`src/rtl/lsu_ctrl_pkg.sv`:
```
// LSU controller shared definitions:
// rw_type bit indices, FSM encoding, strobes.
package lsu_ctrl_pkg;

  localparam int RW_U = 3;
  localparam int RW_W = 2;
  localparam int RW_H = 1;
  localparam int RW_B = 0;

  typedef enum logic [1:0] {
    S_IDLE = 2'd0,
    S_REQ  = 2'd1,
    S_WAIT = 2'd2,
    S_DONE = 2'd3
  } state_t;

  typedef enum logic [1:0] {
    SZ_B = 2'd0,
    SZ_H = 2'd1,
    SZ_W = 2'd2
  } size_t;

  localparam logic [3:0] STRB_NONE = 4'b0000;
  localparam logic [3:0] STRB_B    = 4'b0001;
  localparam logic [3:0] STRB_H    = 4'b0011;
  localparam logic [3:0] STRB_W    = 4'b1111;

  // No size bit set falls back to a word access.
  function automatic size_t size_of(input logic [3:0] rw);
    size_t s;
    s = SZ_W;
    if (rw[RW_B])      s = SZ_B;
    else if (rw[RW_H]) s = SZ_H;
    else if (rw[RW_W]) s = SZ_W;
    return s;
  endfunction

endpackage

```
`src/rtl/lsu_ctrl_align.sv`:
```
// Byte-lane steering: store replication/strobes
// and load lane extract with sign/zero extension.
module lsu_align
  import lsu_ctrl_pkg::*;
(
  input  size_t       i_size,
  input  logic        i_sign,
  input  logic [1:0]  i_lo,
  input  logic [31:0] i_wdata,
  input  logic [31:0] i_rdata,
  output logic [31:0] o_wdata,
  output logic [3:0]  o_strb,
  output logic [31:0] o_ldata
);

  logic [7:0]  w_byte;
  logic [15:0] w_half;

  always_comb begin
    w_byte  = i_rdata[{i_lo, 3'b000} +: 8];
    w_half  = i_lo[1] ? i_rdata[31:16] : i_rdata[15:0];
    o_wdata = i_wdata;
    o_strb  = STRB_W;
    o_ldata = i_rdata;
    unique case (i_size)
      SZ_B: begin
        o_wdata = {4{i_wdata[7:0]}};
        o_strb  = STRB_B << i_lo;
        o_ldata = {{24{i_sign & w_byte[7]}}, w_byte};
      end
      SZ_H: begin
        o_wdata = {2{i_wdata[15:0]}};
        o_strb  = STRB_H << {i_lo[1], 1'b0};
        o_ldata = {{16{i_sign & w_half[15]}}, w_half};
      end
      default: ;
    endcase
  end

endmodule

```
`src/rtl/lsu_ctrl.sv`:
```
// Load/store unit controller: one bus access per
// memory op, pipeline stall until completion.
module lsu_ctrl
  import lsu_ctrl_pkg::*;
#(
  parameter int ADDR_W = 32
) (
  input  logic              clk,
  input  logic              rst,
  input  logic              req_valid,
  input  logic              mem_ren,
  input  logic              mem_wen,
  input  logic [3:0]        rw_type,
  input  logic [ADDR_W-1:0] addr,
  input  logic [31:0]       wdata,
  input  logic [4:0]        rd_in,
  output logic              stall,
  output logic              bus_valid,
  input  logic              bus_ready,
  output logic              bus_we,
  output logic [ADDR_W-1:0] bus_addr,
  output logic [31:0]       bus_wdata,
  output logic [3:0]        bus_strb,
  input  logic              bus_rvalid,
  input  logic [31:0]       bus_rdata,
  output logic              done,
  output logic              ld_wen,
  output logic [4:0]        ld_rd,
  output logic [31:0]       ld_data,
  output logic              misalign
);

  state_t            r_state, w_next;
  logic [ADDR_W-1:0] r_addr;
  logic [1:0]        r_lo;
  size_t             r_size;
  logic              r_sign, r_we, r_mis;
  logic [4:0]        r_rd;
  logic [31:0]       r_wdata, r_ld;
  logic [3:0]        r_strb;

  logic        w_idle, w_op, w_mis, w_acc;
  size_t       w_size, w_sel_size;
  logic [1:0]  w_sel_lo;
  logic [31:0] w_al_wdata, w_al_ldata;
  logic [3:0]  w_al_strb;

  assign w_idle = (r_state == S_IDLE);
  assign w_op   = req_valid & (mem_ren | mem_wen);
  assign w_size = size_of(rw_type);
  assign w_mis  = ((w_size == SZ_H) && addr[0]) ||
                  ((w_size == SZ_W) && (addr[1:0] != 2'b00));
  assign w_acc  = w_idle & w_op & ~w_mis;

  // Store lanes come from live inputs; load lanes from the capture.
  assign w_sel_size = w_idle ? w_size : r_size;
  assign w_sel_lo   = w_idle ? addr[1:0] : r_lo;

  lsu_align u_align (
    .i_size  (w_sel_size),
    .i_sign  (r_sign),
    .i_lo    (w_sel_lo),
    .i_wdata (wdata),
    .i_rdata (bus_rdata),
    .o_wdata (w_al_wdata),
    .o_strb  (w_al_strb),
    .o_ldata (w_al_ldata)
  );

  always_comb begin
    w_next    = r_state;
    stall     = 1'b0;
    bus_valid = 1'b0;
    done      = 1'b0;
    ld_wen    = 1'b0;
    unique case (r_state)
      S_IDLE: begin
        if (w_acc) begin
          w_next = S_REQ;
          stall  = 1'b1;
        end
      end
      S_REQ: begin
        stall     = 1'b1;
        bus_valid = 1'b1;
        if (bus_ready) w_next = r_we ? S_DONE : S_WAIT;
      end
      S_WAIT: begin
        stall = 1'b1;
        if (bus_rvalid) w_next = S_DONE;
      end
      S_DONE: begin
        done   = 1'b1;
        ld_wen = ~r_we;
        w_next = S_IDLE;
      end
      default: w_next = S_IDLE;
    endcase
  end

  always_ff @(posedge clk) begin
    if (rst) begin
      r_state <= S_IDLE;
      r_addr  <= '0;
      r_lo    <= 2'b00;
      r_size  <= SZ_W;
      r_sign  <= 1'b0;
      r_we    <= 1'b0;
      r_rd    <= 5'd0;
      r_wdata <= 32'd0;
      r_strb  <= STRB_NONE;
      r_ld    <= 32'd0;
      r_mis   <= 1'b0;
    end else begin
      r_state <= w_next;
      r_mis   <= w_idle & w_op & w_mis;
      if (w_acc) begin
        r_addr  <= {addr[ADDR_W-1:2], 2'b00};
        r_lo    <= addr[1:0];
        r_size  <= w_size;
        r_sign  <= ~rw_type[RW_U];
        r_we    <= mem_wen;
        r_rd    <= rd_in;
        r_wdata <= mem_wen ? w_al_wdata : 32'd0;
        r_strb  <= mem_wen ? w_al_strb : STRB_NONE;
      end
      if ((r_state == S_WAIT) && bus_rvalid)
        r_ld <= w_al_ldata;
    end
  end

  assign bus_we    = r_we;
  assign bus_addr  = r_addr;
  assign bus_wdata = r_wdata;
  assign bus_strb  = r_strb;
  assign ld_rd     = r_rd;
  assign ld_data   = r_ld;
  assign misalign  = r_mis;

endmodule

```
`config.mk`:
```
export PLATFORM = sky130hd
export DESIGN_NAME = lsu_ctrl
export DESIGN_NICKNAME = d
export VERILOG_FILES = /design/src/rtl/lsu_ctrl_pkg.sv /design/src/rtl/lsu_ctrl_align.sv /design/src/rtl/lsu_ctrl.sv
export SDC_FILE = /design/constraint.sdc
export NUM_CORES = 1
export LEC_CHECK = 0
export ABC_CLOCK_PERIOD_IN_PS = 4490
export CAP_MARGIN = 10
export CORE_MARGIN = 5
export CORE_UTILIZATION = 46
export CTS_CLUSTER_SIZE = 20
export DETAILED_ROUTE_END_ITERATION = 7
export PLACE_DENSITY = 0.86
export SYNTH_ARGS = -nofsm -noshare
export SYNTH_HDL_FRONTEND = slang
export SYNTH_SLANG_ARGS = --single-unit
```
`constraint.sdc`:
```
create_clock -name clk -period 4.49 [get_ports clk]
set_clock_uncertainty 0.1 [all_clocks]
set_input_delay 0.898 -clock clk [delete_from_list [all_inputs] [get_ports clk]]
set_output_delay 0.898 -clock clk [all_outputs]
set_load 0.05 [all_outputs]
```
**After elaboration in Yosys (flattened, before gate mapping)**

Index checks and enable logic that the tools add are counted.
Widths: inputs -> output; s select.

- Order comparisons: 0
- Shift-type cells: 3
- Divide/modulo/power cells: 0
- Bitwise logic cells: 10
- $mul: 0
- Reductions and logical operators: 9
- Eq/ne operators: 9
- Add/sub/neg operators: 0
- Multiplexer cells: 20

Operators by type and width:

| operator | count |
|---|---|
| $pmux 32 s2 | 2 |
| $mux 32 | 1 |
| $shiftx 32x6->8 | 1 |
| $mux 16 | 1 |
| $mux 2 | 7 |
| $pmux 2 s4 | 1 |
| $pmux 4 s2 | 1 |
| $and 1x1->1 | 6 |
| $eq 2x1->1 const B | 3 |
| $eq 2x2->1 const B | 3 |
| $mux 1 | 5 |
| $logic_not 2->1 | 2 |
| $mux 4 | 1 |
| $ne 2x2->1 const B | 2 |
| $shl 1x2->4 const A | 1 |
| $shl 2x2->4 const A | 1 |
| $logic_and 1x1->1 | 3 |
| $not 1->1 | 3 |
| $reduce_and 3->1 | 1 |
| $ne 2x1->1 const B | 1 |
| $pmux 1 s2 | 1 |
| $reduce_bool 2->1 | 1 |
| $reduce_or 2->1 | 1 |
| $logic_or 1x1->1 | 1 |
| $or 1x1->1 | 1 |

- Memories: 0
- Flip-flop bits (word level): 112
- Output and inout bits: 111
- RAM bits: 0
- Input port bits: 112
- ROM bits: 0
- Latch bits: 0

**Logic depth before layout (Yosys ltp)**

- Word-level depth: 9
- Gate-level depth with buffers: 10
- Depth with buffers taken out: 7

**By module**

Synthesis repeated with hierarchy kept, for this count alone.

- Cells, all modules: 704
- Area total of the unflattened synthesis: 5724.2 um2

Modules (own cells, without submodules):

| module | times used | area each (um2) | cells each |
|---|---|---|---|
| lsu_ctrl | 1 | 4469.3 | 534 |
| lsu_align | 1 | 1255.0 | 170 |

**Worst setup path before layout**

Ideal clock, no wire load.

- Path kind: in2out
- Start: input addr[1]
- End: output stall
- Arrival time: 2.597 ns
- Slack: 0.895 ns
- Stages on the path: 8
- Data required time: 3.492 ns
- Cells stage by stage: buf_4 nor2b_1 o21bai_2 nor3b_1 buf_2 buf_2 nor2_1 nor2_1

- Word-level cells in the longest chain between the ends: 7

RTL lines:

| item | line | text |
|---|---|---|
| from (decl) | lsu_ctrl.sv:14 | `input logic [ADDR_W-1:0] addr,` |
| $reduce_bool 2->1 | lsu_ctrl.sv:52 | `((w_size == SZ_W) && (addr[1:0] != 2'b00));` |
| $logic_and 1x1->1 | lsu_ctrl.sv:52 |  |
| $logic_or 1x1->1 | lsu_ctrl.sv:51 | `assign w_mis = ((w_size == SZ_H) && addr[0]) \|\|` |
| $not 1->1 | lsu_ctrl.sv:53 | `assign w_acc = w_idle & w_op & ~w_mis;` |
| $and 1x1->1 | lsu_ctrl.sv:53 |  |
| $mux 1 | lsu_ctrl.sv:78 | `if (w_acc) begin` |
| $pmux 1 s2 | lsu_ctrl.sv:76 | `unique case (r_state)` |
| to (decl) | lsu_ctrl.sv:17 | `output logic stall,` |

Every way passes these cells.

**Worst setup path after layout**

Same ends and word-level chain as after synthesis.

==> results.cfg <==
[setup_path]
cp-start-kind = primary input
path_class = in2out
critPathMaxFanout = 8
required_ns = 3.49
worstPathArrival_ns = 2.57
cp-end-kind = primary output

[die]
die-area_mm2 = 0.01334
num_rows = 38
die_w_um = 115.5
io_pins = 223
core_mm2 = 0.01089
die_h_um = 115.5
initial_core_util_pct = 47.01

[logic_synthesis]
synth_cells = 589
muxShareOfSynthArea_pct = 2.958
synth-seq-cells = 112
yosys.area.top_type = dfxtp_1
synth-seq-area-share_pct = 43.80
synth_compound_area_share_pct = 27.99
synthSimpleGateAreaFrac_pct = 16.50
ys_types = 56
synthXorXnorAreaFrac_pct = 0
ys.flop_type = dfxtp_1
async_reset_ff_share_pct = 0
ys_warn_count = 0
synth_top_area_share_pct = 43.80
synth_edf_count = 0
synthAdderAreaFrac_pct = 1.222
synth_top_family_by_area = compound AO/OA/AOI/OAI gates
synthesis.area_mm2 = 0.005119
syn_area_per_cell_um2 = 8.690
synthTopCellsByArea = dfxtp_1 (44%), a21oi_1 (8.4%), nand2_1 (7.4%)

[global_routing]
grt_pass1_wl_mm = 26.23
grt.total_usage_pct = 24.42
grt_start_max_net_pins = 78
grt_overflow_total = 0
first_global_vias = 5238
antenna_found_initial = 0

[cts]
cts_sinks = 112
cts_tree = done
cts-root-buf = clkbuf_8
postCtsResizedCells = 0
hold_buffers = 0
clk_latency_ns = 0.36
clock_path_buffers = 2
post-cts-setup-buffers = 0
clk_pin_slew_worst_paths_ns = 0.12
numCtsBuffers = 9
cts-htree-levels = 3

[min_path]
hp-class = reg2reg

[final_layout]
post-route-util_pct = 68.03
area_growth_pct = 44.71
drive_above_1_share_pct = 6.923
fin_area_mm2 = 0.007407
fin_nets = 892
diodes = 0
final_cells = 920

[sta]
hold_viol = 0
slew_violations = 0
setup_viol = 0
max_freq_ghz = 0.2799
tns_ns = 0
post-route-min-period_ns = 3.572
max_slew_margin_pct = 24.27
min_period_over_period_pct = 79.56
grt_setup_unrepaired = false
worst_pin_slew_ns = 1.133
setup_ws_ns = 0.9177

[placed_design]
dp_cells = 904
dp_hpwl_mm = 12.50
dp_slack_ns = 0.9103
placed_cell_area_mm2 = 0.007207
place_congestion = 0.8939
port_buffers = 219

[power]
clock_power_share_pct = 15.9
seq_power_share_pct = 33.0
p_int_mw = 2.011
swShare_pct = 46.25
p_sw_mw = 1.730
power_leakage_nw = 2.614
vdd_drop_max_uv = 296.1
p_comb_share_pct = 51.1
power_density_mw_per_mm2 = 505.0

[routing]
wirelength_mm = 17.14
drt_iter0_markers = 481
remaining_drc_errors = 0
ant_nets = 0
via_per_inst = 5.665
num_vias = 5212
routedWlPerCell_um = 18.63
drt_first_pass_iters = 5

[status]
status = complete, no violations

[flow_run]
cap_violations = 0
-- per-stage QoR --
stage	hold WS (ns)	total power, mW
after CTS	0.3625	3.733
after global routing	0.3845	3.917
final	0.3581	3.741
after global placement	0.3384	3.090
after detailed placement	0.3466	3.142
after floorplan	0.3551	2.622
-- cell families (layout without fill, tap and decap cells) --
family,Yosys count,count (layout)
AOI/OAI and AO/OA,209,209
and+or+nand+nor,187,187
DFF,112,112
buffers and inverters,60,250
muxes,15,15
adders and majority gates,5,5
other,1,2
-- layout make-up --
type | count | area, um2
timing repair buffer | 226 | 2250
clock buffer | 9 | 123.9
inverter | 8 | 30.03
clock inverter | 7 | 76.32
sequential | 112 | 2242
fill | 873 | 3481
multi-input combinational | 418 | 2510
tap | 140 | 175.2
-- final timing paths --
kind	from	endpoint	slack [ns]	depth (start not counted)
worst min register to register	bus_strb[3]	bus_strb[3]	0.36	2
worst min-delay path	bus_strb[3]	bus_strb[3]	0.36	2
worst max-delay path	addr[1]	stall	0.92	7
worst max register to register	r_state[0]	ld_data[24]	1.52	8
-- power groups by stage --
stage               logic, mW  clock network [mW]  registers [mW]
floorplan               0.932                   0            1.69
global placement         1.85                   0            1.24
detailed placement       1.89                   0            1.25
CTS                      1.90               0.603            1.23
global route             2.02               0.646            1.25
finish                   1.91               0.595            1.23
-- cell usage after synthesis, types with 3 or more instances --
| master | count |
|---|---|
| a211oi_1 | 11 |
| a21oi_1 | 86 |
| a21oi_2 | 12 |
| a221oi_1 | 13 |
| a2bb2oi_1 | 8 |
| buf_2 | 8 |
| buf_4 | 5 |
| buf_6 | 6 |
| clkbuf_1 | 23 |
| clkbuf_8 | 6 |
| dfxtp_1 | 112 |
| ha_1 | 5 |
| inv_1 | 8 |
| mux2i_1 | 14 |
| nand2_1 | 101 |
| nand3_1 | 11 |
| nand3b_1 | 3 |
| nor2_1 | 41 |
| nor2b_1 | 9 |
| nor3_1 | 6 |
| nor3b_1 | 5 |
| o21ai_0 | 24 |
| o221ai_1 | 15 |
| o2bb2ai_1 | 16 |
| o32ai_1 | 7 |
-- per-layer routing --
layer	global-route usage (%)	wire length (um)	part of all wire, %	vias up
met5	0	0	0	-
met4	10.41	616	3.6	0
met3	4.595	1382	8.1	53
met2	42.63	8420	49	258
met1	29.39	6719	39	2417
li1	-	-	-	2484
-- registers in the layout (all words and copies together), names as in the netlist --
name,cells
bus_wdata,32
ld_data,32
bus_addr,30
ld_rd,5
bus_strb,4
r_lo,2
r_size,2
r_state,2
bus_we,1
misalign,1
r_sign,1
-- worst max-delay path, cell delays in order --
cell and delay, ns:
clkdlybuf4s50_1 0.56, nor2b_1 0.22, o21bai_2 0.22, nor3b_2 0.26, nor2_1 0.07, nor2_1 0.17
buf_12 0.16
-- placed cells by master, fill, tap and decap left out, types with 2 or more instances in the layout --
master           count
nand3b_1             3
and2_1               2
dfxtp_1            112
o221a_2              2
clkdlybuf4s50_1    217
nand2_1            100
nor2_1              41
buf_4                7
nor3b_1              4
clkinv_8             2
clkinvlp_4           2
inv_1                8
o221ai_1            15
clkbuf_8             9
nor2b_1              9
conb_1               2
mux2i_1             13
o2111ai_1            2
a221oi_1            13
o2bb2ai_1           16
a211oi_1            11
nand3_1             11
o21ai_0             24
o32ai_1              7
nor3_1               6
a21oi_2             12
ha_1                 5
a21oi_1             86
a2bb2oi_1            8
(Power assumes the default switching activity.)
